**src/rtl/sync_fifo_param_if.sv**
```systemverilog
// Handshake and status bundle between a FIFO writer/reader pair and sync_fifo_param.
interface sync_fifo_param_if #(
    parameter int DATA_WIDTH = 8,
    parameter int CNT_WIDTH  = 4
);
    logic                  flush;
    logic                  wr_en;
    logic [DATA_WIDTH-1:0] wr_data;
    logic                  full;
    logic                  almost_full;
    logic [CNT_WIDTH-1:0]  available;
    logic                  overflow;
    logic                  rd_en;
    logic [DATA_WIDTH-1:0] rd_data;
    logic                  rd_valid;
    logic                  empty;
    logic                  almost_empty;
    logic [CNT_WIDTH-1:0]  count;
    logic                  underflow;

    modport master (
        output flush, wr_en, wr_data, rd_en,
        input  full, almost_full, available, overflow,
               rd_data, rd_valid, empty, almost_empty, count, underflow
    );

    modport slave (
        input  flush, wr_en, wr_data, rd_en,
        output full, almost_full, available, overflow,
               rd_data, rd_valid, empty, almost_empty, count, underflow
    );
endinterface

```
**src/rtl/sync_fifo_param.sv**
```systemverilog
// Parametrised single-clock FIFO, any depth >= 2, registered-read or FWFT output,
// occupancy counts, almost flags, synchronous flush and overflow/underflow pulses.
module sync_fifo_param #(
    parameter int DATA_WIDTH = 8,
    parameter int FIFO_DEPTH = 10,
    parameter int FWFT       = 0,
    parameter int AF_THR     = FIFO_DEPTH - 1,
    parameter int AE_THR     = 1
) (
    input logic              clk,
    input logic              arst,
    sync_fifo_param_if.slave bus
);
    localparam int ADDR_WIDTH = $clog2(FIFO_DEPTH);
    localparam int CNT_WIDTH  = $clog2(FIFO_DEPTH + 1);

    localparam logic [ADDR_WIDTH-1:0] LAST_IDX = ADDR_WIDTH'(FIFO_DEPTH - 1);
    localparam logic [CNT_WIDTH-1:0]  DEPTH_C  = CNT_WIDTH'(FIFO_DEPTH);

    logic [DATA_WIDTH-1:0] mem [FIFO_DEPTH];

    logic [ADDR_WIDTH:0]   wr_ptr;
    logic [ADDR_WIDTH:0]   rd_ptr;
    logic [ADDR_WIDTH-1:0] wr_idx;
    logic [ADDR_WIDTH-1:0] rd_idx;
    logic [CNT_WIDTH-1:0]  cnt_q;
    logic [CNT_WIDTH-1:0]  cnt_next;
    logic                  overflow_q;
    logic                  underflow_q;
    logic                  empty_w;
    logic                  full_w;
    logic                  rd_acc;
    logic                  wr_acc;

    // Index wraps at FIFO_DEPTH-1 rather than at a power of two; the MSB toggles on each lap.
    function automatic logic [ADDR_WIDTH:0] next_ptr(input logic [ADDR_WIDTH:0] ptr);
        if (ptr[ADDR_WIDTH-1:0] == LAST_IDX)
            next_ptr = {~ptr[ADDR_WIDTH], {ADDR_WIDTH{1'b0}}};
        else
            next_ptr = ptr + (ADDR_WIDTH + 1)'(1);
    endfunction

    assign wr_idx  = wr_ptr[ADDR_WIDTH-1:0];
    assign rd_idx  = rd_ptr[ADDR_WIDTH-1:0];
    assign empty_w = (wr_ptr == rd_ptr);
    assign full_w  = (wr_idx == rd_idx) && (wr_ptr[ADDR_WIDTH] != rd_ptr[ADDR_WIDTH]);

    // A write into a full FIFO is accepted only when a read frees the slot in the same cycle.
    assign rd_acc = bus.rd_en & ~empty_w;
    assign wr_acc = bus.wr_en & (~full_w | rd_acc);

    always_comb begin
        cnt_next = cnt_q;
        case ({wr_acc, rd_acc})
            2'b10:   cnt_next = cnt_q + CNT_WIDTH'(1);
            2'b01:   cnt_next = cnt_q - CNT_WIDTH'(1);
            default: cnt_next = cnt_q;
        endcase
    end

    always_ff @(posedge clk or negedge arst) begin
        if (!arst) begin
            wr_ptr      <= '0;
            rd_ptr      <= '0;
            cnt_q       <= '0;
            overflow_q  <= 1'b0;
            underflow_q <= 1'b0;
        end else if (bus.flush) begin
            wr_ptr      <= '0;
            rd_ptr      <= '0;
            cnt_q       <= '0;
            overflow_q  <= 1'b0;
            underflow_q <= 1'b0;
        end else begin
            if (wr_acc) wr_ptr <= next_ptr(wr_ptr);
            if (rd_acc) rd_ptr <= next_ptr(rd_ptr);
            cnt_q       <= cnt_next;
            overflow_q  <= bus.wr_en & ~wr_acc;
            underflow_q <= bus.rd_en & empty_w;
        end
    end

    always_ff @(posedge clk) begin
        if (wr_acc && !bus.flush)
            mem[wr_idx] <= bus.wr_data;
    end

    generate
        if (FWFT != 0) begin : g_fwft
            assign bus.rd_data  = mem[rd_idx];
            assign bus.rd_valid = ~empty_w;
        end else begin : g_reg
            logic [DATA_WIDTH-1:0] rd_data_q;
            logic                  rd_valid_q;

            // The edge that captures the head also frees its slot, so a same-cycle write
            // into that slot cannot be observed here (read-before-write).
            always_ff @(posedge clk or negedge arst) begin
                if (!arst) begin
                    rd_data_q  <= '0;
                    rd_valid_q <= 1'b0;
                end else if (bus.flush) begin
                    rd_valid_q <= 1'b0;
                end else begin
                    rd_valid_q <= rd_acc;
                    if (rd_acc) rd_data_q <= mem[rd_idx];
                end
            end

            assign bus.rd_data  = rd_data_q;
            assign bus.rd_valid = rd_valid_q;
        end
    endgenerate

    assign bus.empty        = empty_w;
    assign bus.full         = full_w;
    assign bus.count        = cnt_q;
    assign bus.available    = DEPTH_C - cnt_q;
    assign bus.almost_full  = (int'(cnt_q) >= AF_THR);
    assign bus.almost_empty = (int'(cnt_q) <= AE_THR);
    assign bus.overflow     = overflow_q;
    assign bus.underflow    = underflow_q;
endmodule

```
**src/flat_wrapper.sv**
```systemverilog
// flat-port wrapper written by rule: the top's interface ports become plain ports
module sync_fifo_param_flat 
#(
    parameter int DATA_WIDTH = 8,
    parameter int FIFO_DEPTH = 10,
    parameter int FWFT       = 0,
    parameter int AF_THR     = FIFO_DEPTH - 1,
    parameter int AE_THR     = 1
)
  (clk, arst, bus_flush, bus_wr_en, bus_wr_data, bus_rd_en, bus_full, bus_almost_full, bus_available, bus_overflow, bus_rd_data, bus_rd_valid, bus_empty, bus_almost_empty, bus_count, bus_underflow);
  sync_fifo_param_if #(.DATA_WIDTH(DATA_WIDTH), .CNT_WIDTH(4)) bus_i ();
  input logic clk;
  input logic arst;
  input wire logic [$bits(bus_i.flush)-1:0] bus_flush;
  input wire logic [$bits(bus_i.wr_en)-1:0] bus_wr_en;
  input wire logic [$bits(bus_i.wr_data)-1:0] bus_wr_data;
  input wire logic [$bits(bus_i.rd_en)-1:0] bus_rd_en;
  output wire logic [$bits(bus_i.full)-1:0] bus_full;
  output wire logic [$bits(bus_i.almost_full)-1:0] bus_almost_full;
  output wire logic [$bits(bus_i.available)-1:0] bus_available;
  output wire logic [$bits(bus_i.overflow)-1:0] bus_overflow;
  output wire logic [$bits(bus_i.rd_data)-1:0] bus_rd_data;
  output wire logic [$bits(bus_i.rd_valid)-1:0] bus_rd_valid;
  output wire logic [$bits(bus_i.empty)-1:0] bus_empty;
  output wire logic [$bits(bus_i.almost_empty)-1:0] bus_almost_empty;
  output wire logic [$bits(bus_i.count)-1:0] bus_count;
  output wire logic [$bits(bus_i.underflow)-1:0] bus_underflow;
  assign bus_i.flush = bus_flush;
  assign bus_i.wr_en = bus_wr_en;
  assign bus_i.wr_data = bus_wr_data;
  assign bus_i.rd_en = bus_rd_en;
  assign bus_full = bus_i.full;
  assign bus_almost_full = bus_i.almost_full;
  assign bus_available = bus_i.available;
  assign bus_overflow = bus_i.overflow;
  assign bus_rd_data = bus_i.rd_data;
  assign bus_rd_valid = bus_i.rd_valid;
  assign bus_empty = bus_i.empty;
  assign bus_almost_empty = bus_i.almost_empty;
  assign bus_count = bus_i.count;
  assign bus_underflow = bus_i.underflow;
  sync_fifo_param #(.DATA_WIDTH(DATA_WIDTH), .FIFO_DEPTH(FIFO_DEPTH), .FWFT(FWFT), .AF_THR(AF_THR), .AE_THR(AE_THR)) u_core (.clk(clk), .arst(arst), .bus(bus_i));
endmodule
```
**config.mk**
```make
export PLATFORM = sky130hd
export DESIGN_NAME = sync_fifo_param_flat
export DESIGN_NICKNAME = d
export VERILOG_FILES = /design/src/rtl/sync_fifo_param_if.sv /design/src/rtl/sync_fifo_param.sv /design/src/flat_wrapper.sv
export SDC_FILE = /design/constraint.sdc
export NUM_CORES = 1
export LEC_CHECK = 0
export CORE_MARGIN = 2
export CORE_UTILIZATION = 63
export DETAILED_ROUTE_END_ITERATION = 12
export PLACE_DENSITY = 0.88
export RECOVER_POWER = 25
export SLEW_MARGIN = 20
export SYNTH_ARGS = -nofsm -noshare
export SYNTH_HDL_FRONTEND = slang
export SYNTH_SLANG_ARGS = --single-unit
```
**constraint.sdc**
```tcl
create_clock -name clk -period 7.1 [get_ports clk]
set_clock_uncertainty 0.1 [all_clocks]
set_input_delay 1.42 -clock clk [delete_from_list [all_inputs] [get_ports clk]]
set_output_delay 1.42 -clock clk [all_outputs]
set_load 0.02 [all_outputs]
```
Word level (Yosys, flattened, before mapping)
Memory sizes are Yosys's and may differ from the RTL's. A register that Yosys moved wholly into a read port is not among the register bits.
Index checks and enable logic that the tools add are counted.

operators by class
  add/sub/neg operators = 5
  eq/ne operators = 7
  mux-type cells = 13
  magnitude comparators = 2
  bitwise operators = 11
  reduce and logical (&&, ||, !) cells = 8

operators by type and width
  operator               count
  $mux W5                6
  $add A5 B1 Y5 const B  2
  $eq A4 B4 Y1 const B   2
  $pmux W4 S2            1
  $not A1 Y1             6
  $eq A5 B5 Y1           1
  $mux W1                5
  $add A4 B1 Y4 const B  1
  $and A1 B1 Y1          4
  $eq A4 B4 Y1           1
  $ge A4 B4 Y1 const B   1
  $le A4 B1 Y1 const B   1
  $mux W4                1
  $reduce_bool A2 Y1     2
  $sub A4 B1 Y4 const B  1
  $sub A4 B4 Y4 const A  1
  $reduce_bool A3 Y1     1
  $eq A2 B1 Y1 const B   1
  $eq A2 B2 Y1 const B   1
  $logic_and A1 B1 Y1    2
  $logic_not A1 Y1       2
  $reduce_and A2 Y1      1
  $ne A1 B1 Y1           1
  $or A1 B1 Y1           1

storage, ports and cells
  word-level logic and storage cells = 53
  register bits = 17
  memory bits (writable) = 80
  memories = 1
  input port bits = 13

memory list
  name        words  width  read ports  clocked after memory_dff  write ports  line                   source
  u_core.mem  10     8      1           1                         1            sync_fifo_param.sv:20  logic [DATA_WIDTH-1:0] mem [FIFO_DEPTH];

Depth between registers and ports, before layout
Gate-level depths: netlist of run 1.

  word-level depth = 8
  mapped depth = 8
  depth with buffers taken out = 7

Worst setup path after synthesis of run 1
No wires, ideal clock.

  kind = input to register
  start = input bus_rd_en
  end = memory u_core.mem[0][0] (enable)
  stages = 4
  data required time = 6.617 ns
  arrival = 2.984 ns
  setup time = 0.383 ns
  slack = 3.632 ns
  path through = clkbuf_1 -> nor3_2 -> or4_4 -> nor3_1

between the ends
  cells in the longest elaborated chain, start to end = 6

ends and longest elaborated chain
  what                           line                   source
  start, declared                flat_wrapper.sv:17     input wire logic [$bits(bus_i.rd_en)-1:0] bus_rd_en;
  $and A1 B1 Y1                  sync_fifo_param.sv:49  assign rd_acc = bus.rd_en & ~empty_w;
  $or A1 B1 Y1                   sync_fifo_param.sv:50  assign wr_acc = bus.wr_en & (~full_w | rd_acc);
  $and A1 B1 Y1                  sync_fifo_param.sv:50
  $logic_and A1 B1 Y1            sync_fifo_param.sv:84  if (wr_acc && !bus.flush)
  $mux W1                        sync_fifo_param.sv:84
  $mux W1 (not written as such)  sync_fifo_param.sv:85  mem[wr_idx] <= bus.wr_data;
  end, declared                  sync_fifo_param.sv:20

Every way passes these cells.

Final worst setup path of run 1
  start = register u_core.rd_ptr[1]
  end = output bus_empty

between the ends
  cells in the longest elaborated chain, start to end = 1

ends and longest elaborated chain
  what                    line                   source
  start, declared         sync_fifo_param.sv:23  logic [ADDR_WIDTH:0] rd_ptr;
  start signal, assigned  sync_fifo_param.sv:76  if (rd_acc) rd_ptr <= next_ptr(rd_ptr);
  $eq A5 B5 Y1            sync_fifo_param.sv:45  assign empty_w = (wr_ptr == rd_ptr);
  end, declared           flat_wrapper.sv:24     output wire logic [$bits(bus_i.empty)-1:0] bus_empty;

Every way passes these cells.

==> results by group, run 1 <==
Yosys
  – Syn nets: 329
  – Most frequent cell after synthesis: edfxtp_1
  – Most used DFF post-synth: edfxtp_1
  – Post-synth EDFFs: 80
  – Cells after Synth: 311
  – Unique masters post-synth: 52
  – Post-synth top cells: edfxtp_1 (80), dfrtp_1 (25), nor2_1 (20)
  – FFs w/ async S/R, synth: 0.2381
  – Syn. warnings: 0
  – Top post-synthesis cells by area: edfxtp_1 (50%), dfrtp_1 (13%), mux4_2 (5.7%), mux2_4 (2.8%), mux4_1 (2.2%)
  – Seq/Total Area, Yosys: 0.6350
  – Post-synth top area share: 0.5038
  – Avg Synthesized Cell Area: 15.33 sq um
  – Area leader, netlist: edfxtp_1
  – Seq cells post-synth: 105
  – Cell area after synthesis: 4768 sq um

GRT
  – Vias in the first global route: 2676
  – Global route overflow: 0
  – Gr usage total: 0.2243
  – First-pass GRT wire length: 14030 um
  – Largest net degree at the start of global routing: 32
  – Initial antenna violation count: 0

Floorplanning
  – Die X-Extent: 91 um
  – Core Rows: 31
  – Die area: 8281 sq um
  – IO Pins: 36
  – Die Height: 91 um
  – CORE AREA: 7292 sq um
  – Starting Density: 0.6539

STA
  – RSZ-0062 raised after global routing: false
  – Fin. Hold Viols: 0
  – Worst slew pin tran: 1.327 ns
  – Max-slew violations: 0
  – Final setup vio count: 0
  – Final worst-path cycle share: 0.6000
  – Fin crit period: 4.260 ns
  – Hold slack: 0.4163 ns
  – F_max: 0.2347 GHz
  – Relative max-transition margin: 0.1151
  – TNS Setup: 0 ns

Place
  – Detail Placement HPWL: 6007 um
  – RePlAce Congestion: 0.8149
  – Port bufs: 35

Route
  – Vias: 2763
  – Final wirelength: 8752 um
  – Drc violations: 0
  – Post-route ant nets: 0
  – Wire per inst: 19.67 um
  – Via density: 6.209
  – DRT iter0 DRCs: 261
  – Router iterations before antenna repair: 5

Clock tree
  – Post-cts resize count: 0
  – Setup Fix Bufs, Post-CTS: 0
  – Clk sinks: 105
  – H-tree depth: 3
  – Number of buffers created by CTS: 9
  – Clk_lat worst skew: 0.36 ns
  – CTS Root Cell: clkbuf_8
  – Max clock buf depth: 2
  – Clock transition at path regs: 0.10 ns
  – Hold bufs inserted after CTS: 0
  – CTS tree: built

Run status
  – Outcome: complete, no violations

Finish
  – Share of layout cells above drive strength 1: 0.1647
  – Synthesis-to-layout area growth: 12.46%
  – # diodes: 0
  – Layout Nets: 359

Critical path
  – Critical path fanouts, max: 22
  – Setup CP Type: reg -> out
  – Crit. End Element: primary output
  – Crit path DAT: 2.74 ns
  – Worst reg2reg endpoint: u_core.mem[5][3]
  – Critical Path Start: u_core.rd_ptr[1]
  – Worst setup endpoint: bus_empty
  – Required @ worst endpoint: 5.58 ns
  – FF-to-FF Start: u_core.rd_ptr[1]
  – Worst Reg-to-Reg Cells: 5
  – Worst setup SP type: register
  – Flop2flop setup slack: 3.89 ns

Power
  – Pwr per Cell Area: 274.8 nW/um^2
  – Lkg Pwr: 0.001817 uW
  – VDD IR max: 158.2 uV

Min path
  – Hold Crit Class: reg -> reg

Run
  – Max cap viols: 0
cell usage in the layout (no fill, tap or decap), types with 8 or more instances in the layout:
cell type	netlist	final
mux2_4	9	9
nor2b_1	10	10
inv_1	10	10
nor2_1	20	20
nand2_1	11	11
clkbuf_8	0	9
o21ai_0	9	9
dfrtp_1	25	25
edfxtp_1	80	80
xnor2_1	8	8
a21oi_1	18	18
mux2i_1	9	9
mux4_2	12	12
clkdlybuf4s50_1	0	30
a211oi_1	8	8
per-layer routing:
| metal | routed length, um | global-route usage | up-vias |
|---|---|---|---|
| li1 | - | - | 1247 |
| met1 | 3759 | 0.3069 | 1376 |
| met2 | 4339 | 0.3716 | 126 |
| met3 | 515 | 0.04730 | 14 |
| met4 | 138 | 0.05934 | 0 |
| met5 | 0 | 0 | - |
cells by family after synthesis:
logic type / count (synthesis) / synth area share
fa+ha+maj: 5 / 0.01312
simple gates: 77 / 0.09578
mux: 34 / 0.1260
flops: 105 / 0.6350
compound gates: 49 / 0.06901
xor+xnor: 13 / 0.02703
buf+inv: 28 / 0.03411
registers in the layout, summed over array words and instances, names as in the netlist:
| signal | flops |
|---|---|
| u_core.mem | 80 |
| u_core.bus.rd_data | 8 |
| u_core.bus.rd_valid | 1 |
| u_core.rd_ptr | 5 |
| u_core.bus.underflow | 1 |
| u_core.wr_ptr | 5 |
| u_core.bus.overflow | 1 |
| u_core.bus.count | 4 |
through the flow:
| stage | std cells | total power (uW) | util | instance area (sq um) | setup slack (ns) |
|---|---|---|---|---|---|
| after CTS | 445 | 1485 | 0.7349 | 5359 | 2.864 |
| final | 445 | 1474 | 0.7354 | 5363 | 2.840 |
| after global routing | 445 | 1530 | 0.7354 | 5363 | 2.743 |
| after global placement | 429 | 1073 | 0.7038 | 5132 | 2.882 |
| after floorplan | 311 | 963.5 | - | 4768 | 3.632 |
| after detailed placement | 429 | 1088 | 0.7038 | 5132 | 2.794 |
where the power goes:
part           switching (uW)  internal, uW
clock                     222           178
combinational             171           173
sequential               32.1           697
area by class of cell:
| cell class | count | area [sq um] |
|---|---|---|
| clock buffers | 9 | 123.9 |
| clock inverters | 7 | 102.6 |
| fillers | 462 | 1929 |
| inverters | 10 | 37.54 |
| multi-input cells | 178 | 1588 |
| flip-flops and latches | 105 | 3028 |
| well taps | 99 | 123.9 |
| repair buffers | 37 | 359.1 |
worst min path at each step:
| stage | cells after the start | start | endpoint |
|---|---|---|---|
| after floorplan | 3 | u_core.wr_ptr[2] | u_core.wr_ptr[2] |
| after global placement | 1 | u_core.bus.rd_data[7] | u_core.bus.rd_data[7] |
| after detailed placement | 1 | u_core.bus.rd_data[7] | u_core.bus.rd_data[7] |
| after CTS | 1 | u_core.bus.rd_data[7] | u_core.bus.rd_data[7] |
| after global routing | 1 | u_core.bus.rd_data[7] | u_core.bus.rd_data[7] |
| final | 1 | u_core.bus.rd_data[7] | u_core.bus.rd_data[7] |
worst max-delay path, stage by stage (launching register included):
cell,delay (ns)
dfrtp_1,0.95
xnor2_1,0.29
nand4_4,0.24
nor2_1,0.25
clkdlybuf4s50_1,0.65
No activity file was read; power rests on OpenSTA's default activity.
==> run 2, diff against run 1 <==
--- a/config.mk
+++ b/config.mk
@@ -6,9 +6,9 @@
 export NUM_CORES = 1
 export LEC_CHECK = 0
 export CORE_MARGIN = 2
-export CORE_UTILIZATION = 63
+export CORE_UTILIZATION = 58
 export DETAILED_ROUTE_END_ITERATION = 12
-export PLACE_DENSITY = 0.88
+export PLACE_DENSITY = 0.82
 export RECOVER_POWER = 25
 export SLEW_MARGIN = 20
 export SYNTH_ARGS = -nofsm -noshare
==> constraint.sdc (replaced) <==
create_clock -name clk -period 4.1 [get_ports clk]
set_clock_uncertainty 0.1 [all_clocks]
set_input_delay 0.82 -clock clk [delete_from_list [all_inputs] [get_ports clk]]
set_output_delay 0.82 -clock clk [all_outputs]
set_load 0.02 [all_outputs]
==> results by group, run 2 (synthesis gave the netlist of run 1 again) <==
Route
  – Vias: 2705 (was 2763)
  – Wire per inst: 18.92 um (was 19.67 um)
  – Wire length on met1: 4021 um (was 3759 um)
  – Router iterations before antenna repair: 4 (was 5)
  – Drc violations: 0 (unchanged)
  – DRT iter0 DRCs: 162 (was 261)
  – WL met2: 4013 um (was 4339 um)
  – Met3 wire length: 475 um (was 515 um)
  – Via density: 5.945 (was 6.209)
  – Final wirelength: 8609 um (was 8752 um)
  – Post-route ant nets: 0 (unchanged)
  – DR top layer: met4 (unchanged)

STA
  – Worst slew pin tran: 1.322 ns (was 1.327 ns)
  – F_max: 0.2866 GHz
  – Relative max-transition margin: 0.1187 (was 0.1151)
  – Max-slew violations: 0 (unchanged)
  – TNS Setup: 0 ns (unchanged)
  – Fin crit period: 3.489 ns
  – RSZ-0062 raised after global routing: false (unchanged)
  – Final worst-path cycle share: 0.8510
  – Fin. Hold Viols: 0 (unchanged)
  – Final WS setup: 0.6110 ns (was 2.840 ns)
  – Final setup vio count: 0 (unchanged)

Power
  – Net Switching: 718.0 uW (was 424.8 uW)
  – Lkg Pwr: 0.001825 uW (was 0.001817 uW)
  – Gate power share: 0.237 (was 0.234)
  – Int Pwr: 1808 uW (was 1049 uW)
  – Pwr per Cell Area: 469.8 nW/um^2 (was 274.8 nW/um^2)
  – VDD IR max: 253.3 uV (was 158.2 uV)
  – Sw Share: 0.2843 (was 0.2883)
  – Clock network fraction of total power: 0.265 (was 0.271)
  – Seq pwr share: 0.498 (was 0.495)

Floorplanning
  – IO Pins: 36 (unchanged)
  – Core Rows: 33 (was 31)
  – Die area: 8962 sq um (was 8281 sq um)
  – Die Height: 94.67 um (was 91 um)
  – Die X-Extent: 94.67 um (was 91 um)
  – Starting Density: 0.5892 (was 0.6539)
  – CORE AREA: 8093 sq um (was 7292 sq um)

Place
  – Port bufs: 35 (unchanged)
  – Detail Placement HPWL: 5961 um (was 6007 um)
  – Placed instance count: 439 (was 429)
  – RePlAce Congestion: 0.8344 (was 0.8149)
  – Pre-CTS WS: 0.7621 ns (was 2.794 ns)

Finish
  – Most common cell after layout, fill and taps aside: edfxtp_1 (unchanged)
  – Share of layout cells above drive strength 1: 0.1657 (was 0.1647)
  – # diodes: 0 (unchanged)
  – Most frequent cells in the layout: edfxtp_1 (80), clkdlybuf4s50_1 (30), dfrtp_1 (25) (unchanged)
  – Max reg flops: 80 (unchanged)
  – Synthesis-to-layout area growth: 12.75% (was 12.46%)
  – Finished Layout Cells: 455 (was 445)
  – Layout Nets: 363 (was 359)
  – Largest reg by FF count: u_core.mem (unchanged)

GRT
  – Largest net degree at the start of global routing: 31 (was 32)
  – Global route overflow: 0 (unchanged)
  – Initial antenna violation count: 0 (unchanged)
  – First-pass GRT wire length: 13820 um (was 14030 um)
  – Vias in the first global route: 2625 (was 2676)
  – Gr usage total: 0.2078 (was 0.2243)

Critical path
  – Critical path fanouts, max: 22 (unchanged)
  – Crit. End Element: primary output (unchanged)
  – Required @ worst endpoint: 3.18 ns (was 5.58 ns)
  – Setup CP Type: reg -> out (unchanged)
  – Crit path DAT: 2.57 ns (was 2.74 ns)
  – Worst setup SP type: register (unchanged)

Clock tree
  – Setup Fix Bufs, Post-CTS: 0 (unchanged)
  – Clock transition at path regs: 0.10 ns (about the same)
  – CTS tree: built (unchanged)
  – CTS Root Cell: clkbuf_8 (unchanged)
  – Post-cts resize count: 0 (unchanged)
  – H-tree depth: 3 (unchanged)
  – Hold bufs inserted after CTS: 0 (unchanged)
  – Number of buffers created by CTS: 9 (unchanged)
  – Clk sinks: 105 (unchanged)
  – Max clock buf depth: 2 (unchanged)
  – Clk_lat worst skew: 0.36 ns (about the same)

Min path
  – Hold Crit Class: reg -> reg (unchanged)

Run status
  – Outcome: complete, no violations (unchanged)

Run
  – Max cap viols: 0 (unchanged)
==> run 2: cell type report <==
class                           count  area, sq um
Clock inverter                      6        85.08
Timing Repair Buffer               41        389.1
Multi-Input combinational cell    178         1578
Tap cell                          105        131.4
Sequential cell                   105         3028
Clock buffer                       10        127.6
Fill cell                         572         2716
Inverter                           10        37.54
==> run 2: through the flow <==
| step | util | total power, uW | area [sq um] | hold WS [ns] |
|---|---|---|---|---|
| floorplan | - | 1669 | 4768 | 0.4244 |
| global placement | 0.6388 | 1868 | 5170 | 0.3976 |
| detailed placement | 0.6382 | 1883 | 5165 | 0.3960 |
| CTS | 0.6645 | 2541 | 5378 | 0.3416 |
| global route | 0.6643 | 2628 | 5376 | 0.4251 |
| finish | 0.6643 | 2526 | 5376 | 0.4176 |
==> run 2: per-layer routing <==
layer,global-route usage,vias up
met1,0.3071,1347
met3,0.04070,9
met2,0.3191,93
li1,-,1256
met5,0,-
met4,0.05797,0
==> run 2: path summary, 6_finish.rpt <==
check | end | slack (ns) | start | cells after the start
worst min-delay path | u_core.bus.rd_data[2] | 0.42 | u_core.bus.rd_data[2] | 1
worst min register to register | u_core.bus.rd_data[2] | 0.42 | u_core.bus.rd_data[2] | 1
min in group asynchronous | u_core.bus.count[0] | 0.63 | arst | 1
worst max-delay path | bus_empty | 0.61 | u_core.rd_ptr[3] | 4
max in group asynchronous | u_core.rd_ptr[2] | 2.50 | arst | 1
worst max register to register | u_core.mem[7][3] | 1.12 | u_core.rd_ptr[2] | 5
==> run 2: power groups by stage <==
stage | clock (uW) | combinational (uW) | sequential, uW
2_1_floorplan | 0 | 340 | 1330
3_3_place_gp | 0 | 590 | 1280
3_5_place_dp | 0 | 602 | 1280
4_1_cts | 679 | 605 | 1260
5_1_grt | 715 | 648 | 1270
6_report | 669 | 600 | 1260
==> run 2: worst max-delay path, cell delays in order (launching register included) <==
cell and delay [ns]:
dfrtp_1 0.83, xnor2_1 0.26, nand4_4 0.24, nor2_1 0.23, clkdlybuf4s50_1 0.64
